<file path="src/rtl/spi_req_arbiter_if.sv">
// Requester/response bus for spi_req_arbiter. The slave modport is the arbiter side,
// the master modport is the requester side.
interface spi_req_arbiter_if #(
    parameter int NUM_REQ     = 4,
    parameter int SPI_TRF_BIT = 8
);
    localparam int ID_W = $clog2(NUM_REQ);

    logic [NUM_REQ-1:0]             req_valid;
    logic [NUM_REQ-1:0]             req_ready;
    logic [2*NUM_REQ-1:0]           req_mode;
    logic [NUM_REQ*SPI_TRF_BIT-1:0] req_wdata;
    logic                           rsp_valid;
    logic                           rsp_ready;
    logic [ID_W-1:0]                rsp_id;
    logic [SPI_TRF_BIT-1:0]         rsp_mdata;
    logic [SPI_TRF_BIT-1:0]         rsp_sdata;
    logic                           rsp_err;

    modport slave (
        input  req_valid, req_mode, req_wdata, rsp_ready,
        output req_ready, rsp_valid, rsp_id, rsp_mdata, rsp_sdata, rsp_err
    );

    modport master (
        output req_valid, req_mode, req_wdata, rsp_ready,
        input  req_ready, rsp_valid, rsp_id, rsp_mdata, rsp_sdata, rsp_err
    );
endinterface

</file>
<file path="src/rtl/spi_req_arbiter.sv">
// Round-robin arbiter that serialises requester transfers onto one SPI top and
// returns one response (captured words, timeout/illegal error) per transfer.
module spi_req_arbiter #(
    parameter int NUM_REQ        = 4,
    parameter int SPI_TRF_BIT    = 8,
    parameter int TIMEOUT_CYCLES = 1023
) (
    input  logic                   clk,
    input  logic                   rst_n,
    spi_req_arbiter_if.slave       bus,
    output logic [1:0]             spi_req,
    output logic [SPI_TRF_BIT-1:0] spi_din_master,
    input  logic [SPI_TRF_BIT-1:0] spi_dout_master,
    input  logic [SPI_TRF_BIT-1:0] spi_dout_slave,
    input  logic                   spi_done_tx,
    input  logic                   spi_done_rx,
    output logic                   busy
);
    localparam int ID_W  = $clog2(NUM_REQ);
    localparam int SW    = ID_W + 1;
    localparam int CNT_W = $clog2(TIMEOUT_CYCLES + 1);

    typedef enum logic [1:0] {ST_IDLE, ST_ISSUE, ST_WAIT, ST_RESP} state_t;

    state_t                 r_state;
    logic [ID_W-1:0]        r_ptr;
    logic [ID_W-1:0]        r_id;
    logic [1:0]             r_mode;
    logic [CNT_W-1:0]       r_cnt;
    logic                   r_tx_seen;
    logic                   r_rx_seen;
    logic                   r_prev_tx;
    logic                   r_prev_rx;
    logic [SPI_TRF_BIT-1:0] r_mdata;
    logic [SPI_TRF_BIT-1:0] r_sdata;
    logic                   r_err;
    logic                   r_rsp_valid;
    logic [1:0]             r_spi_req;
    logic [SPI_TRF_BIT-1:0] r_din;

    logic [1:0]             w_mode_arr  [NUM_REQ];
    logic [SPI_TRF_BIT-1:0] w_wdata_arr [NUM_REQ];

    genvar gi;
    generate
        for (gi = 0; gi < NUM_REQ; gi++) begin : g_unpack
            assign w_mode_arr[gi]  = bus.req_mode[2*gi +: 2];
            assign w_wdata_arr[gi] = bus.req_wdata[gi*SPI_TRF_BIT +: SPI_TRF_BIT];
        end
    endgenerate

    // Rotate the valid vector so bit 0 is the index right after ptr, then pick the lowest.
    logic [2*NUM_REQ-1:0] w_dbl;
    logic [NUM_REQ-1:0]   w_rot;
    logic [SW-1:0]        w_ptr_p1;
    logic [SW-1:0]        w_sum;
    logic [ID_W-1:0]      w_off;
    logic [ID_W-1:0]      w_gnt_id;
    logic                 w_found;
    logic [NUM_REQ-1:0]   w_ready;

    assign w_dbl    = {bus.req_valid, bus.req_valid};
    assign w_ptr_p1 = {1'b0, r_ptr} + SW'(1);
    assign w_rot    = NUM_REQ'(w_dbl >> w_ptr_p1);

    always_comb begin
        w_found = 1'b0;
        w_off   = '0;
        for (int k = NUM_REQ - 1; k >= 0; k--) begin
            if (w_rot[k]) begin
                w_found = 1'b1;
                w_off   = ID_W'(k);
            end
        end
    end

    assign w_sum    = w_ptr_p1 + {1'b0, w_off};
    assign w_gnt_id = (w_sum >= SW'(NUM_REQ)) ? ID_W'(w_sum - SW'(NUM_REQ)) : ID_W'(w_sum);
    assign w_ready  = (rst_n && (r_state == ST_IDLE) && w_found) ?
                      (NUM_REQ'(1) << w_gnt_id) : '0;

    logic [1:0]             w_mode_sel;
    logic [SPI_TRF_BIT-1:0] w_wdata_sel;
    assign w_mode_sel  = w_mode_arr[w_gnt_id];
    assign w_wdata_sel = w_wdata_arr[w_gnt_id];

    // Mode bit 0 demands the done_tx edge, bit 1 the done_rx edge.
    logic w_need_tx, w_need_rx, w_rise_tx, w_rise_rx;
    logic w_tx_seen_n, w_rx_seen_n, w_done, w_tmo;
    assign w_need_tx   = r_mode[0];
    assign w_need_rx   = r_mode[1];
    assign w_rise_tx   = spi_done_tx & ~r_prev_tx;
    assign w_rise_rx   = spi_done_rx & ~r_prev_rx;
    assign w_tx_seen_n = r_tx_seen | (w_need_tx & w_rise_tx);
    assign w_rx_seen_n = r_rx_seen | (w_need_rx & w_rise_rx);
    assign w_done      = (~w_need_tx | w_tx_seen_n) & (~w_need_rx | w_rx_seen_n);
    assign w_tmo       = (r_cnt == CNT_W'(TIMEOUT_CYCLES - 1));

    always_ff @(posedge clk or negedge rst_n) begin
        if (!rst_n) begin
            r_state     <= ST_IDLE;
            r_ptr       <= ID_W'(NUM_REQ - 1);
            r_id        <= '0;
            r_mode      <= '0;
            r_cnt       <= '0;
            r_tx_seen   <= 1'b0;
            r_rx_seen   <= 1'b0;
            r_prev_tx   <= 1'b0;
            r_prev_rx   <= 1'b0;
            r_mdata     <= '0;
            r_sdata     <= '0;
            r_err       <= 1'b0;
            r_rsp_valid <= 1'b0;
            r_spi_req   <= '0;
            r_din       <= '0;
        end else begin
            r_prev_tx <= spi_done_tx;
            r_prev_rx <= spi_done_rx;
            case (r_state)
                ST_IDLE: begin
                    if (w_found) begin
                        r_id    <= w_gnt_id;
                        r_ptr   <= w_gnt_id;
                        r_mode  <= w_mode_sel;
                        r_mdata <= '0;
                        r_sdata <= '0;
                        if (w_mode_sel == 2'b00) begin
                            r_err       <= 1'b1;
                            r_rsp_valid <= 1'b1;
                            r_state     <= ST_RESP;
                        end else begin
                            r_din     <= w_wdata_sel;
                            r_spi_req <= w_mode_sel;
                            r_state   <= ST_ISSUE;
                        end
                    end
                end
                ST_ISSUE: begin
                    r_spi_req <= 2'b00;
                    r_cnt     <= '0;
                    r_tx_seen <= 1'b0;
                    r_rx_seen <= 1'b0;
                    r_state   <= ST_WAIT;
                end
                ST_WAIT: begin
                    r_tx_seen <= w_tx_seen_n;
                    r_rx_seen <= w_rx_seen_n;
                    r_cnt     <= r_cnt + CNT_W'(1);
                    if (w_need_tx && w_rise_tx) r_sdata <= spi_dout_slave;
                    if (w_need_rx && w_rise_rx) r_mdata <= spi_dout_master;
                    // Completion takes precedence over a coincident timeout.
                    if (w_done) begin
                        r_err       <= 1'b0;
                        r_rsp_valid <= 1'b1;
                        r_state     <= ST_RESP;
                    end else if (w_tmo) begin
                        r_err       <= 1'b1;
                        r_rsp_valid <= 1'b1;
                        r_state     <= ST_RESP;
                    end
                end
                ST_RESP: begin
                    if (bus.rsp_ready) begin
                        r_rsp_valid <= 1'b0;
                        r_state     <= ST_IDLE;
                    end
                end
                default: r_state <= ST_IDLE;
            endcase
        end
    end

    assign bus.req_ready   = w_ready;
    assign bus.rsp_valid   = r_rsp_valid;
    assign bus.rsp_id      = r_id;
    assign bus.rsp_mdata   = r_mdata;
    assign bus.rsp_sdata   = r_sdata;
    assign bus.rsp_err     = r_err;
    assign spi_req         = r_spi_req;
    assign spi_din_master  = r_din;
    assign busy            = (r_state != ST_IDLE);
endmodule

</file>
<file path="src/flat_wrapper.sv">
// flat-port wrapper written by rule: the top's interface ports become plain ports
module spi_req_arbiter_flat 
#(
    parameter int NUM_REQ        = 4,
    parameter int SPI_TRF_BIT    = 8,
    parameter int TIMEOUT_CYCLES = 1023
)
  (clk, rst_n, spi_req, spi_din_master, spi_dout_master, spi_dout_slave, spi_done_tx, spi_done_rx, busy, bus_req_valid, bus_req_mode, bus_req_wdata, bus_rsp_ready, bus_req_ready, bus_rsp_valid, bus_rsp_id, bus_rsp_mdata, bus_rsp_sdata, bus_rsp_err);
  spi_req_arbiter_if #(.NUM_REQ(NUM_REQ), .SPI_TRF_BIT(SPI_TRF_BIT)) bus_i ();
  input  logic clk;
  input  logic rst_n;
  output logic [1:0] spi_req;
  output logic [SPI_TRF_BIT-1:0] spi_din_master;
  input  logic [SPI_TRF_BIT-1:0] spi_dout_master;
  input  logic [SPI_TRF_BIT-1:0] spi_dout_slave;
  input  logic spi_done_tx;
  input  logic spi_done_rx;
  output logic busy;
  input wire logic [$bits(bus_i.req_valid)-1:0] bus_req_valid;
  input wire logic [$bits(bus_i.req_mode)-1:0] bus_req_mode;
  input wire logic [$bits(bus_i.req_wdata)-1:0] bus_req_wdata;
  input wire logic [$bits(bus_i.rsp_ready)-1:0] bus_rsp_ready;
  output wire logic [$bits(bus_i.req_ready)-1:0] bus_req_ready;
  output wire logic [$bits(bus_i.rsp_valid)-1:0] bus_rsp_valid;
  output wire logic [$bits(bus_i.rsp_id)-1:0] bus_rsp_id;
  output wire logic [$bits(bus_i.rsp_mdata)-1:0] bus_rsp_mdata;
  output wire logic [$bits(bus_i.rsp_sdata)-1:0] bus_rsp_sdata;
  output wire logic [$bits(bus_i.rsp_err)-1:0] bus_rsp_err;
  assign bus_i.req_valid = bus_req_valid;
  assign bus_i.req_mode = bus_req_mode;
  assign bus_i.req_wdata = bus_req_wdata;
  assign bus_i.rsp_ready = bus_rsp_ready;
  assign bus_req_ready = bus_i.req_ready;
  assign bus_rsp_valid = bus_i.rsp_valid;
  assign bus_rsp_id = bus_i.rsp_id;
  assign bus_rsp_mdata = bus_i.rsp_mdata;
  assign bus_rsp_sdata = bus_i.rsp_sdata;
  assign bus_rsp_err = bus_i.rsp_err;
  spi_req_arbiter #(.NUM_REQ(NUM_REQ), .SPI_TRF_BIT(SPI_TRF_BIT), .TIMEOUT_CYCLES(TIMEOUT_CYCLES)) u_core (.clk(clk), .rst_n(rst_n), .bus(bus_i), .spi_req(spi_req), .spi_din_master(spi_din_master), .spi_dout_master(spi_dout_master), .spi_dout_slave(spi_dout_slave), .spi_done_tx(spi_done_tx), .spi_done_rx(spi_done_rx), .busy(busy));
endmodule
</file>
<file path="config.mk">
export PLATFORM = sky130hd
export DESIGN_NAME = spi_req_arbiter_flat
export DESIGN_NICKNAME = d
export VERILOG_FILES = /design/src/rtl/spi_req_arbiter_if.sv /design/src/rtl/spi_req_arbiter.sv /design/src/flat_wrapper.sv
export SDC_FILE = /design/constraint.sdc
export NUM_CORES = 1
export LEC_CHECK = 0
export CAP_MARGIN = 20
export CORE_UTILIZATION = 42
export DETAILED_ROUTE_END_ITERATION = 6
export PLACE_DENSITY = 0.76
export SKIP_CTS_REPAIR_TIMING = 1
export SLEW_MARGIN = 20
export SYNTH_ARGS = -nofsm -noshare
export SYNTH_HDL_FRONTEND = slang
export SYNTH_SLANG_ARGS = --single-unit
</file>
<file path="constraint.sdc">
create_clock -name clk -period 3.7 [get_ports clk]
set_input_delay 0.37 -clock clk [delete_from_list [all_inputs] [get_ports clk]]
set_output_delay 0.37 -clock clk [all_outputs]
set_load 0.01 [all_outputs]
</file>
==> results.json, run 1 <==
{
  "nets": 458,
  "clk_latency_ps": 310,
  "clk_pin_slew_ps": 100,
  "synth_area_um2": 2800,
  "fin_crit_ps": 3400,
  "cts_buffer_depth": 2,
  "ys_ff_latch": 50,
  "crit_arrival_ps": 3030,
  "synthCells": 286,
  "avgSynthCellArea_um2": 9.77,
  "cts_max_level": 2,
  "antenna_found_initial": 0,
  "finalSetupViolations": 0,
  "diodes": 0,
  "synth.distinct_cells": 40,
  "critPathLaunchType": "input pin",
  "die_area_um2": 6990,
  "skew_ps": 12.5,
  "crit_type": "input pin to output port",
  "die-height_um": 83.6,
  "min_path_type": "input pin to async pin",
  "placed_cell_area_um2": 3860,
  "worst_pin_slew_ps": 548,
  "place_ws_ps": 298,
  "io_pins": 100,
  "timing.final.ws_setup_ps": 298,
  "final_cell_mix": "clkdlybuf4s50_1 (98), nand2_1 (66), dfrtp_1 (48)",
  "rows": 29,
  "cts_root_buffer": "clkbuf_8",
  "crit_fanout": 7,
  "hold_viol_final": 0,
  "die_width_um": 83.6,
  "globalRouteOverflowTotal": 0,
  "grt_setup_unrepaired": "false",
  "cts_sinks": 50,
  "area_growth_pct": 41.5,
  "ir_worst_vdd_uv": 440,
  "grt_usage_pct": 19.8,
  "dr.pass1.iters": 4,
  "leakagePower_nw": 1.70,
  "ys_warn_count": 0,
  "fin_hold_ws_ps": 36.6,
  "path_cells": "clkdlybuf4s50_1 -> inv_1 -> o21ai_0 -> a21oi_1 -> o32ai_1 -> ha_1 -> xnor2_1 -> xnor2_2 -> nor3b_1 -> clkdlybuf4s50_1",
  "port_buffers": 99,
  "drv_cap": 0,
  "slowest_delay_ps": 580,
  "path_common_cell": "clkdlybuf4s50_1",
  "route.antenna.remaining_nets": 0,
  "yosysSeqAreaShare_pct": 44.9,
  "synth_flop_cell": "dfrtp_1",
  "postSynth.asyncResetShare_pct": 100,
  "num_vias": 2420,
  "dpl.hpwl_um": 5140,
  "drc_errors": 0,
  "powerDensity_nw_per_um2": 778,
  "via_per_inst": 5.23,
  "end_kind": "output port",
  "fin_crit_sh_pct": 92.0,
  "synth_nets": 359,
  "numCtsBuffers": 5,
  "grt_start_max_net_pins": 30,
  "slew_headroom_pct": 63.4,
  "reg2reg_depth": 10,
  "timing.fmax_mhz": 294,
  "drtIter0Drc": 137,
  "status": "finished, final reports clean",
  "drive_gt1_share_pct": 9.07,
  "initial_core_util_pct": 43.8,
  "setup_tns_ps": 0,
  "synth_edf_count": 0,
  "core-area_um2": 6390,
  "fin_area_um2": 3960,
  "r2r_setup_slack_ps": 850,
  "place_congestion": 0.773,
  "wl_per_cell_um": 14.3,
  "routed_wl_um": 6620,
  "grt_pass1_wl_um": 11200,
  "crit_slowest_cell": "clkdlybuf4s50_1",
  "fillers": 554,
  "final_common_cell": "clkdlybuf4s50_1",
  "grt_pass1_vias": 2425,
  "cp.required_ps": 3330,
  "cts_tree": "yes",
  "slew_violations": 0
}
[where the power goes]
| part | total [mW] | leakage [nW] | internal, mW | switching, mW |
|---|---|---|---|---|
| Sequential | 0.850 | 0.639 | 0.730 | 0.119 |
| Clock | 0.338 | 0.0502 | 0.140 | 0.198 |
| Combinational | 1.89 | 1.01 | 0.922 | 0.967 |
| Total | 3.08 | 1.70 | 1.79 | 1.28 |
[state kept, by name, indices dropped and copies added, names as in the netlist]
register / cells
u_core.r_state: 2
u_core.r_cnt: 10
u_core.r_prev_tx: 1
u_core.r_ptr: 2
u_core.bus.rsp_mdata: 8
u_core.r_mode: 2
u_core.bus.rsp_valid: 1
u_core.bus.rsp_id: 2
u_core.r_tx_seen: 1
u_core.bus.rsp_err: 1
u_core.spi_req: 2
u_core.bus.rsp_sdata: 8
u_core.r_prev_rx: 1
u_core.spi_din_master: 8
u_core.r_rx_seen: 1
[Yosys cell counts (2+ instances only)]
cell / n / area share, %
a21o_1: 2 / 0.54
a21oi_1: 4 / 0.72
a31oi_1: 4 / 0.90
buf_2: 4 / 0.72
clkbuf_1: 7 / 0.94
dfrtp_1: 48 / 43
dfstp_2: 2 / 1.9
ha_1: 8 / 3.6
inv_1: 14 / 1.9
mux2_2: 10 / 4.0
mux2i_1: 6 / 2.1
mux4_1: 9 / 8.5
nand2_1: 66 / 8.9
nand2b_1: 6 / 1.3
nand3_1: 7 / 1.3
nor2_1: 21 / 2.8
nor2b_1: 4 / 0.90
nor3_1: 2 / 0.36
o21ai_0: 30 / 5.4
o32ai_1: 3 / 0.94
or2_2: 4 / 0.90
xnor2_1: 2 / 0.63
xor2_1: 6 / 1.9
[critical path: cells and delay by family]
kind / cells / cell delay (ps)
xor gates and xnor gates: 2 / 430
adders and majority gates: 1 / 250
buffers and inverters: 3 / 1240
and+or+nand+nor: 1 / 220
AOI/OAI and AO/OA: 3 / 530
[kinds of logic (layout without fill, tap and decap cells)]
logic type,Yosys count,after routing,synth area share (%)
mux,25,25,14.6
xor+xnor,9,9,3.09
compound gates,52,52,11.6
flops,50,50,44.9
simple gates,116,116,18.3
fa+ha+maj,8,8,3.58
buf+inv,26,126,3.94
[area by class of cell]
| class | instances | area (um2) | share of cell area [%] |
|---|---|---|---|
| clock inverters | 3 | 28.8 | 0.728 |
| clock buffers | 5 | 68.8 | 1.74 |
| inverters | 14 | 52.6 | 1.33 |
| repair buffers | 104 | 1020 | 25.9 |
| multi-input cells | 210 | 1430 | 36.2 |
| well taps | 77 | 96.3 | 2.44 |
| flip-flops and latches | 50 | 1250 | 31.7 |
[final timing paths]
kind                                    startpoint                      end
max                               bus_req_valid[1]         bus_req_ready[3]
min                                          rst_n         u_core.r_tx_seen
max reg2reg                        u_core.r_ptr[1]       u_core.bus.rsp_err
min reg2reg                u_core.bus.rsp_mdata[6]  u_core.bus.rsp_mdata[6]
max in group asynchronous                    rst_n  u_core.bus.rsp_mdata[2]
min in group clk           u_core.bus.rsp_mdata[6]  u_core.bus.rsp_mdata[6]
[per-stage QoR]
step / power [mW] / util, % / instances
2_1_floorplan: 2.14 / - / 286
3_3_place_gp: 2.70 / 60.4 / 455
3_5_place_dp: 2.76 / 60.4 / 455
4_1_cts: 3.11 / 61.9 / 463
5_1_grt: 3.32 / 61.9 / 463
6_report: 3.08 / 61.9 / 463
[layer usage]
metal | up-vias | global-route usage, % | part of all wire, %
met4 | 0 | 6.63 | 2.2
li1 | 1188 | - | -
met3 | 16 | 3.66 | 4.9
met5 | - | 0 | 0
met1 | 1150 | 25.4 | 44
met2 | 66 | 33.8 | 48
(Power assumes the default switching activity.)
==> run 2, diff against run 1 <==
SLEW_MARGIN = 0   (was 20)
==> results of run 2 <==
Same layout as run 1: the final DEF is identical, and so are final timing and power.
